[src/rtl/alu_pkg.sv]
// alu_pkg: shared ALU op codes, default width and op legality helper
package alu_pkg;
  localparam int ALU_N = 32;
  localparam logic [2:0] ALU_ADD = 3'b000;
  localparam logic [2:0] ALU_SUB = 3'b001;
  localparam logic [2:0] ALU_AND = 3'b010;
  localparam logic [2:0] ALU_XOR = 3'b011;
  localparam logic [2:0] ALU_SLT = 3'b101;
  function automatic logic is_legal_op(input logic [2:0] op);
    return op inside {ALU_ADD, ALU_SUB, ALU_AND, ALU_XOR, ALU_SLT};
  endfunction
endpackage

[src/rtl/alu_rr_scheduler_if.sv]
// alu_rr_scheduler_if: two request channels and one tagged response channel
interface alu_rr_scheduler_if import alu_pkg::*; #(parameter int N = ALU_N);
  logic s0_valid, s0_ready, s1_valid, s1_ready;
  logic [N-1:0] s0_A, s0_B, s1_A, s1_B;
  logic [2:0] s0_op, s1_op;
  logic m_valid, m_ready, m_oVerflow, m_id, m_err;
  logic [N-1:0] m_Result;
  modport slave(
    input s0_valid, s0_A, s0_B, s0_op, s1_valid, s1_A, s1_B, s1_op, m_ready,
    output s0_ready, s1_ready, m_valid, m_Result, m_oVerflow, m_id, m_err
  );
  modport master(
    output s0_valid, s0_A, s0_B, s0_op, s1_valid, s1_A, s1_B, s1_op, m_ready,
    input s0_ready, s1_ready, m_valid, m_Result, m_oVerflow, m_id, m_err
  );
endinterface

[src/rtl/alu.sv]
// alu: combinational ADD/SUB/AND/XOR/SLT with signed overflow for ADD/SUB
module alu import alu_pkg::*; #(
  parameter int N = ALU_N
) (
  input  logic [N-1:0] A,
  input  logic [N-1:0] B,
  input  logic [2:0]   ALUControl,
  output logic [N-1:0] Result,
  output logic         oVerflow
);
  logic [N-1:0] bb, sum;
  logic ovf_raw;
  // SUB and SLT share the subtractor (op bit 0 selects A + ~B + 1); SLT uses sign ^ overflow
  always_comb begin
    bb = ALUControl[0] ? ~B : B;
    sum = A + bb + N'(ALUControl[0]);
    ovf_raw = (A[N-1] == bb[N-1]) && (sum[N-1] != A[N-1]);
    oVerflow = (ALUControl == ALU_ADD || ALUControl == ALU_SUB) && ovf_raw;
    Result = (ALUControl == ALU_ADD || ALUControl == ALU_SUB) ? sum :
             (ALUControl == ALU_AND) ? A & B :
             (ALUControl == ALU_XOR) ? A ^ B :
             (ALUControl == ALU_SLT) ? N'(sum[N-1] ^ ovf_raw) : '0;
  end
endmodule

[src/rtl/alu_rr_scheduler.sv]
// alu_rr_scheduler: round-robin sharing of one ALU with a registered, backpressured result
module alu_rr_scheduler import alu_pkg::*; #(
  parameter int N = ALU_N,
  parameter int CNT_W = 16
) (
  input  logic             clk,
  input  logic             rst_n,
  alu_rr_scheduler_if.slave bus,
  output logic [CNT_W-1:0] op_count,
  output logic [CNT_W-1:0] ovf_count
);
  logic gnt, xfer, alu_ovf;
  logic [N-1:0] a, b, alu_res;
  logic [2:0] op;
  logic m_valid_q, m_ovf_q, m_id_q, m_err_q, last_q;
  logic [N-1:0] m_res_q;
  logic [CNT_W-1:0] op_cnt_q, op_cnt_d, ovf_cnt_q, ovf_cnt_d;
  // Arbitration, operand mux (idles on s0) and saturating counter next-state
  always_comb begin
    gnt = bus.s1_valid & (~bus.s0_valid | ~last_q);
    xfer = rst_n & (~m_valid_q | bus.m_ready) & (bus.s0_valid | bus.s1_valid);
    a = gnt ? bus.s1_A : bus.s0_A;
    b = gnt ? bus.s1_B : bus.s0_B;
    op = gnt ? bus.s1_op : bus.s0_op;
    op_cnt_d = &op_cnt_q ? op_cnt_q : op_cnt_q + 1'b1;
    ovf_cnt_d = &ovf_cnt_q ? ovf_cnt_q : ovf_cnt_q + 1'b1;
  end
  alu #(.N(N)) u_alu (
    .A(a),
    .B(b),
    .ALUControl(op),
    .Result(alu_res),
    .oVerflow(alu_ovf)
  );
  // Result register: reload on transfer, drop valid on a bare consume
  always_ff @(posedge clk or negedge rst_n) begin
    if (!rst_n) begin
      m_valid_q <= 1'b0;
      m_res_q <= '0;
      m_ovf_q <= 1'b0;
      m_id_q <= 1'b0;
      m_err_q <= 1'b0;
      last_q <= 1'b1;
      op_cnt_q <= '0;
      ovf_cnt_q <= '0;
    end else if (xfer) begin
      m_valid_q <= 1'b1;
      m_res_q <= alu_res;
      m_ovf_q <= alu_ovf;
      m_id_q <= gnt;
      m_err_q <= ~is_legal_op(op);
      last_q <= gnt;
      op_cnt_q <= op_cnt_d;
      if (alu_ovf) ovf_cnt_q <= ovf_cnt_d;
    end else if (bus.m_ready) begin
      m_valid_q <= 1'b0;
    end
  end
  assign bus.s0_ready = xfer & ~gnt;
  assign bus.s1_ready = xfer & gnt;
  assign bus.m_valid = m_valid_q;
  assign bus.m_Result = m_res_q;
  assign bus.m_oVerflow = m_ovf_q;
  assign bus.m_id = m_id_q;
  assign bus.m_err = m_err_q;
  assign op_count = op_cnt_q;
  assign ovf_count = ovf_cnt_q;
endmodule

[src/flat_wrapper.sv]
// flat-port wrapper written by rule: the top's interface ports become plain ports
module alu_rr_scheduler_flat import alu_pkg::*;
#(
  parameter int N = ALU_N,
  parameter int CNT_W = 16
)
  (clk, rst_n, op_count, ovf_count, bus_s0_valid, bus_s0_A, bus_s0_B, bus_s0_op, bus_s1_valid, bus_s1_A, bus_s1_B, bus_s1_op, bus_m_ready, bus_s0_ready, bus_s1_ready, bus_m_valid, bus_m_Result, bus_m_oVerflow, bus_m_id, bus_m_err);
  alu_rr_scheduler_if #(.N(N)) bus_i ();
  input  logic clk;
  input  logic rst_n;
  output logic [CNT_W-1:0] op_count;
  output logic [CNT_W-1:0] ovf_count;
  input wire logic [$bits(bus_i.s0_valid)-1:0] bus_s0_valid;
  input wire logic [$bits(bus_i.s0_A)-1:0] bus_s0_A;
  input wire logic [$bits(bus_i.s0_B)-1:0] bus_s0_B;
  input wire logic [$bits(bus_i.s0_op)-1:0] bus_s0_op;
  input wire logic [$bits(bus_i.s1_valid)-1:0] bus_s1_valid;
  input wire logic [$bits(bus_i.s1_A)-1:0] bus_s1_A;
  input wire logic [$bits(bus_i.s1_B)-1:0] bus_s1_B;
  input wire logic [$bits(bus_i.s1_op)-1:0] bus_s1_op;
  input wire logic [$bits(bus_i.m_ready)-1:0] bus_m_ready;
  output wire logic [$bits(bus_i.s0_ready)-1:0] bus_s0_ready;
  output wire logic [$bits(bus_i.s1_ready)-1:0] bus_s1_ready;
  output wire logic [$bits(bus_i.m_valid)-1:0] bus_m_valid;
  output wire logic [$bits(bus_i.m_Result)-1:0] bus_m_Result;
  output wire logic [$bits(bus_i.m_oVerflow)-1:0] bus_m_oVerflow;
  output wire logic [$bits(bus_i.m_id)-1:0] bus_m_id;
  output wire logic [$bits(bus_i.m_err)-1:0] bus_m_err;
  assign bus_i.s0_valid = bus_s0_valid;
  assign bus_i.s0_A = bus_s0_A;
  assign bus_i.s0_B = bus_s0_B;
  assign bus_i.s0_op = bus_s0_op;
  assign bus_i.s1_valid = bus_s1_valid;
  assign bus_i.s1_A = bus_s1_A;
  assign bus_i.s1_B = bus_s1_B;
  assign bus_i.s1_op = bus_s1_op;
  assign bus_i.m_ready = bus_m_ready;
  assign bus_s0_ready = bus_i.s0_ready;
  assign bus_s1_ready = bus_i.s1_ready;
  assign bus_m_valid = bus_i.m_valid;
  assign bus_m_Result = bus_i.m_Result;
  assign bus_m_oVerflow = bus_i.m_oVerflow;
  assign bus_m_id = bus_i.m_id;
  assign bus_m_err = bus_i.m_err;
  alu_rr_scheduler #(.N(N), .CNT_W(CNT_W)) u_core (.clk(clk), .rst_n(rst_n), .bus(bus_i), .op_count(op_count), .ovf_count(ovf_count));
endmodule
[config.mk]
export PLATFORM = sky130hd
export DESIGN_NAME = alu_rr_scheduler_flat
export DESIGN_NICKNAME = d
export VERILOG_FILES = /design/src/rtl/alu_pkg.sv /design/src/rtl/alu_rr_scheduler_if.sv /design/src/rtl/alu.sv /design/src/rtl/alu_rr_scheduler.sv /design/src/flat_wrapper.sv
export SDC_FILE = /design/constraint.sdc
export NUM_CORES = 1
export LEC_CHECK = 0
export CORE_UTILIZATION = 49
export DETAILED_ROUTE_END_ITERATION = 10
export PLACE_DENSITY_LB_ADDON = 0.12
export SLEW_MARGIN = 20
export SYNTH_ARGS = -nofsm -noshare
export SYNTH_HDL_FRONTEND = slang
export SYNTH_SLANG_ARGS = --single-unit
[constraint.sdc]
create_clock -name clk -period 5.75 [get_ports clk]
set_input_delay 1.15 -clock clk [delete_from_list [all_inputs] [get_ports clk]]
set_output_delay 1.15 -clock clk [all_outputs]
set_load 0.05 [all_outputs]
==> results of run 1 <==
[metal layers]
metal | up-vias | wire length (µm)
met5 | - | 0
met1 | 3123 | 8740
met4 | 0 | 459
met2 | 219 | 9030
met3 | 28 | 1190
li1 | 3275 | -
[final cells by class]
| class | instances | share of cell area, % |
|---|---|---|
| flip-flops and latches | 69 | 18.4 |
| inverters | 18 | 0.718 |
| repair buffers | 224 | 23.8 |
| clock buffers | 10 | 2.54 |
| clock inverters | 6 | 0.744 |
| multi-input cells | 667 | 51.5 |
| well taps | 176 | 2.34 |
[cell families (layout without fill, tap and decap cells)]
group,count (synthesis),in the layout,share of synthesized area [%]
AND/OR/NAND/NOR,240,240,16.3
AO/OA/AOI/OAI,198,198,18.8
XOR/XNOR,83,83,10.8
multiplexers,81,81,13.1
flip-flops,69,69,25.4
adder cells (fa/ha/maj),65,65,12.1
buffers and inverters,56,258,3.41
[worst reg2reg max path: cells and delay by family (launching register included)]
kind,cells,cell delay (ns)
AO/OA/AOI/OAI,5,1.39
XOR/XNOR,1,0.22
adder cells (fa/ha/maj),1,0.48
buffers and inverters,4,0.72
flip-flops,1,0.39
multiplexers,1,0.39
AND/OR/NAND/NOR,4,0.57
[layout by cell type, fill, tap and decap left out, drive strengths merged, types with 20 or more instances in the layout]
master | Yosys | routed
o21ai | 43 | 43
ha | 64 | 64
xnor2 | 71 | 71
dfrtp | 68 | 68
a21oi | 68 | 68
nand3 | 23 | 23
nor2 | 34 | 34
mux2 | 65 | 65
clkdlybuf4s50 | 0 | 207
nand2 | 117 | 117
inv | 18 | 20
[flip-flops by register name, summed over array words and instances (netlist names)]
name and count:
u_core.op_count 16, u_core.bus.m_Result 32, u_core.ovf_count 16, u_core.bus.m_err 1, u_core.bus.m_valid 1, u_core.bus.m_oVerflow 1
u_core.last_q 1, u_core.bus.m_id 1
[through the flow]
step	total power [mW]	util [%]
4_1_cts	2.85	70.3
5_1_grt	3.01	70.3
3_5_place_dp	2.24	67.9
6_report	2.84	70.3
2_1_floorplan	1.74	-
3_3_place_gp	2.23	67.9
[path summary, 6_finish.rpt]
check	start	to	slack [ns]	cells past startpoint
setup / recovery	bus_s1_valid	u_core.bus.m_Result[26]$_DFFE_PN0P_	0.51	17
hold / removal	u_core.op_count[9]$_DFFE_PN0P_	u_core.op_count[9]$_DFFE_PN0P_	0.49	1
setup reg to reg	u_core.last_q$_DFFE_PN1P_	u_core.bus.m_Result[26]$_DFFE_PN0P_	1.50	16
hold reg to reg	u_core.op_count[9]$_DFFE_PN0P_	u_core.op_count[9]$_DFFE_PN0P_	0.49	1
max in group asynchronous	rst_n	u_core.bus.m_Result[24]$_DFFE_PN0P_	4.09	2
min in group asynchronous	rst_n	u_core.bus.m_Result[20]$_DFFE_PN0P_	0.72	1
[power breakdown]
group	internal (mW)	switching, mW
Clock	0.351	0.241
Combinational	0.653	0.940
Sequential	0.578	0.0794
==> metrics, run 1 <==
die area=roughly 14000 µm²; worst slew pin tran=slightly above 1 ns; worst-path fanout max=27; asr flop ratio synth=100%; maximum operating frequency=191 MHz; static leakage=3.91 nW; Top delay family on crit path=compound AO/OA/AOI/OAI gates; routed len/inst=16.6 µm; pwr dens=302 nW/µm²; cell total after placement=1154; Layout Nets=between 1k and 1.5k; Netlist cell types=56; antenna cells=0; share of layout cells above drive strength 1=a little over a tenth; Worst Path Required=between 5 and 6 ns; CP peak stage delay=0.51 ns; final hold violations=0; cell taking the most area after synthesis=dfrtp_1; Post-CTS Setup Inserts=0; drt pass-1 iters=5; Max Transition Viols Final=0; Final Cycle Share=91.1%; row count=between 40 and 50; total CTS buffers=9; Final setup viols=0; CP Cell Sequence=clkdlybuf4s50_1 > a21boi_4 > buf_12 > buf_12 > mux2_2 > xnor2_1 > inv_1 > fa_1 > nor2b_1 > o21bai_1 > a211o_1 > nand3_1 > nand4_1 > a2111oi_0 > buf_4 > nor3_1 > o31ai_1; gr busiest metal=met2; clock-pin slew on the worst setup and hold paths=around 0.07 ns; Final Cell Area=around 9400 µm²; Core Footprint=roughly 13000 µm²; clock latency on the worst-skew pair=~0.35 ns; maximum clock path buffer count=2; # DRC=0; post_cts resized=0; Seq/Total Area, Yosys=roughly a quarter; hold_ws=just under 0.5 ns; Layout Cells excl Fill=approximately 1.2k; Initial Utilization=50.7%; initial antenna violation count=0; WS Path Type=input pin to register; Mapped Cells=~800; top cells by area in the synthesized netlist=dfrtp_1 25%, ha_1 12%, mux2_2 11%; Worst setup SP type=input pin; Top FF cell, synth=dfrtp_1; global-route wire length before repair=between 30000 and 40000 µm; GRT Total Usage=27.7%; clock skew=approximately 0.011 ns; Hold/Removal Path Class=register to register; final wirelength=a little under 20000 µm; Worst Path Buf+Inv=5; Num Clock Sinks=between 60 and 70; met1 Resource Use GR=35.6%; Storage cell area=1730 µm²; total number of vias=between 6k and 7k; Iter 0 DRT Violations=roughly 340; Arrival @ worst endpoint=5.48 ns; GR Util met2=46.6%; final setup TNS=0 ns; vias per cell=5.68; worst slack, placed=0.153 ns; GRT Residual Overflow=0; Mapped Area=roughly 6800 µm²; Ports=about 210; Synth Register Bits=69; Post-Syn Nets=between 900 and 1k; # Max-Cap Violations=0; hpwl dp=approximately 15000 µm; Max IR drop VDD=0.000293 V; # port buffers=208; min Tclk post-route=around 5.2 ns; CP max stage cell=clkdlybuf4s50_1; commonest cells in the netlist=117 x nand2_1, 70 x xnor2_1, 68 x a21oi_1, 68 x dfrtp_1, 65 x mux2_2; Syn-to-layout area delta=38.6%; Final Worst Setup Slack=just over 0.5 ns; Die X=around 120 µm; RSZ-0062 raised after global routing=false; grt met3 use=4.66%; Post-synth EDFFs=0; largest net degree at the start of global routing=47; Root Buffer=clkbuf_16; vias in the first global route=approximately 6.5k; Fillers=roughly 1.1k; CTS tree=done; Die Span Y=roughly 120 µm; GPL Wtd Cong=0.871; Slew headroom=between 30% and 40%; CTS Hold Bufs=0; Post-DP Area=9100 µm²; status=finished clean; H-tree depth=3; Avg Inst Size Synth=between 8 and 9 µm²; nature of the critical path endpoint=register; most common cell in the synthesized netlist=nand2_1; Post-DRT Antenna Nets=0; Yosys top cell area share=25.1%; multi-input logic area=just under 5000 µm²; most used cell, CP=buf_12; Syn. warnings=0
(Power assumes the default switching activity.)
==> run 2, diff against run 1 <==
--- a/config.mk
+++ b/config.mk
@@ -5,6 +5,7 @@
 export SDC_FILE = /design/constraint.sdc
 export NUM_CORES = 1
 export LEC_CHECK = 0
+export CAP_MARGIN = 0
 export CORE_UTILIZATION = 49
 export DETAILED_ROUTE_END_ITERATION = 10
 export PLACE_DENSITY_LB_ADDON = 0.12
==> results of run 2 <==
No change in the layout: final DEF, timing and power equal those of run 1.
==> run 3, diff against run 2 <==
--- a/config.mk
+++ b/config.mk
@@ -9,6 +9,7 @@
 export CORE_UTILIZATION = 49
 export DETAILED_ROUTE_END_ITERATION = 10
 export PLACE_DENSITY_LB_ADDON = 0.12
+export SKIP_CTS_REPAIR_TIMING = 1
 export SLEW_MARGIN = 20
 export SYNTH_ARGS = -nofsm -noshare
 export SYNTH_HDL_FRONTEND = slang
==> results of run 3 <==
No change in the layout: final DEF, timing and power equal those of run 1.
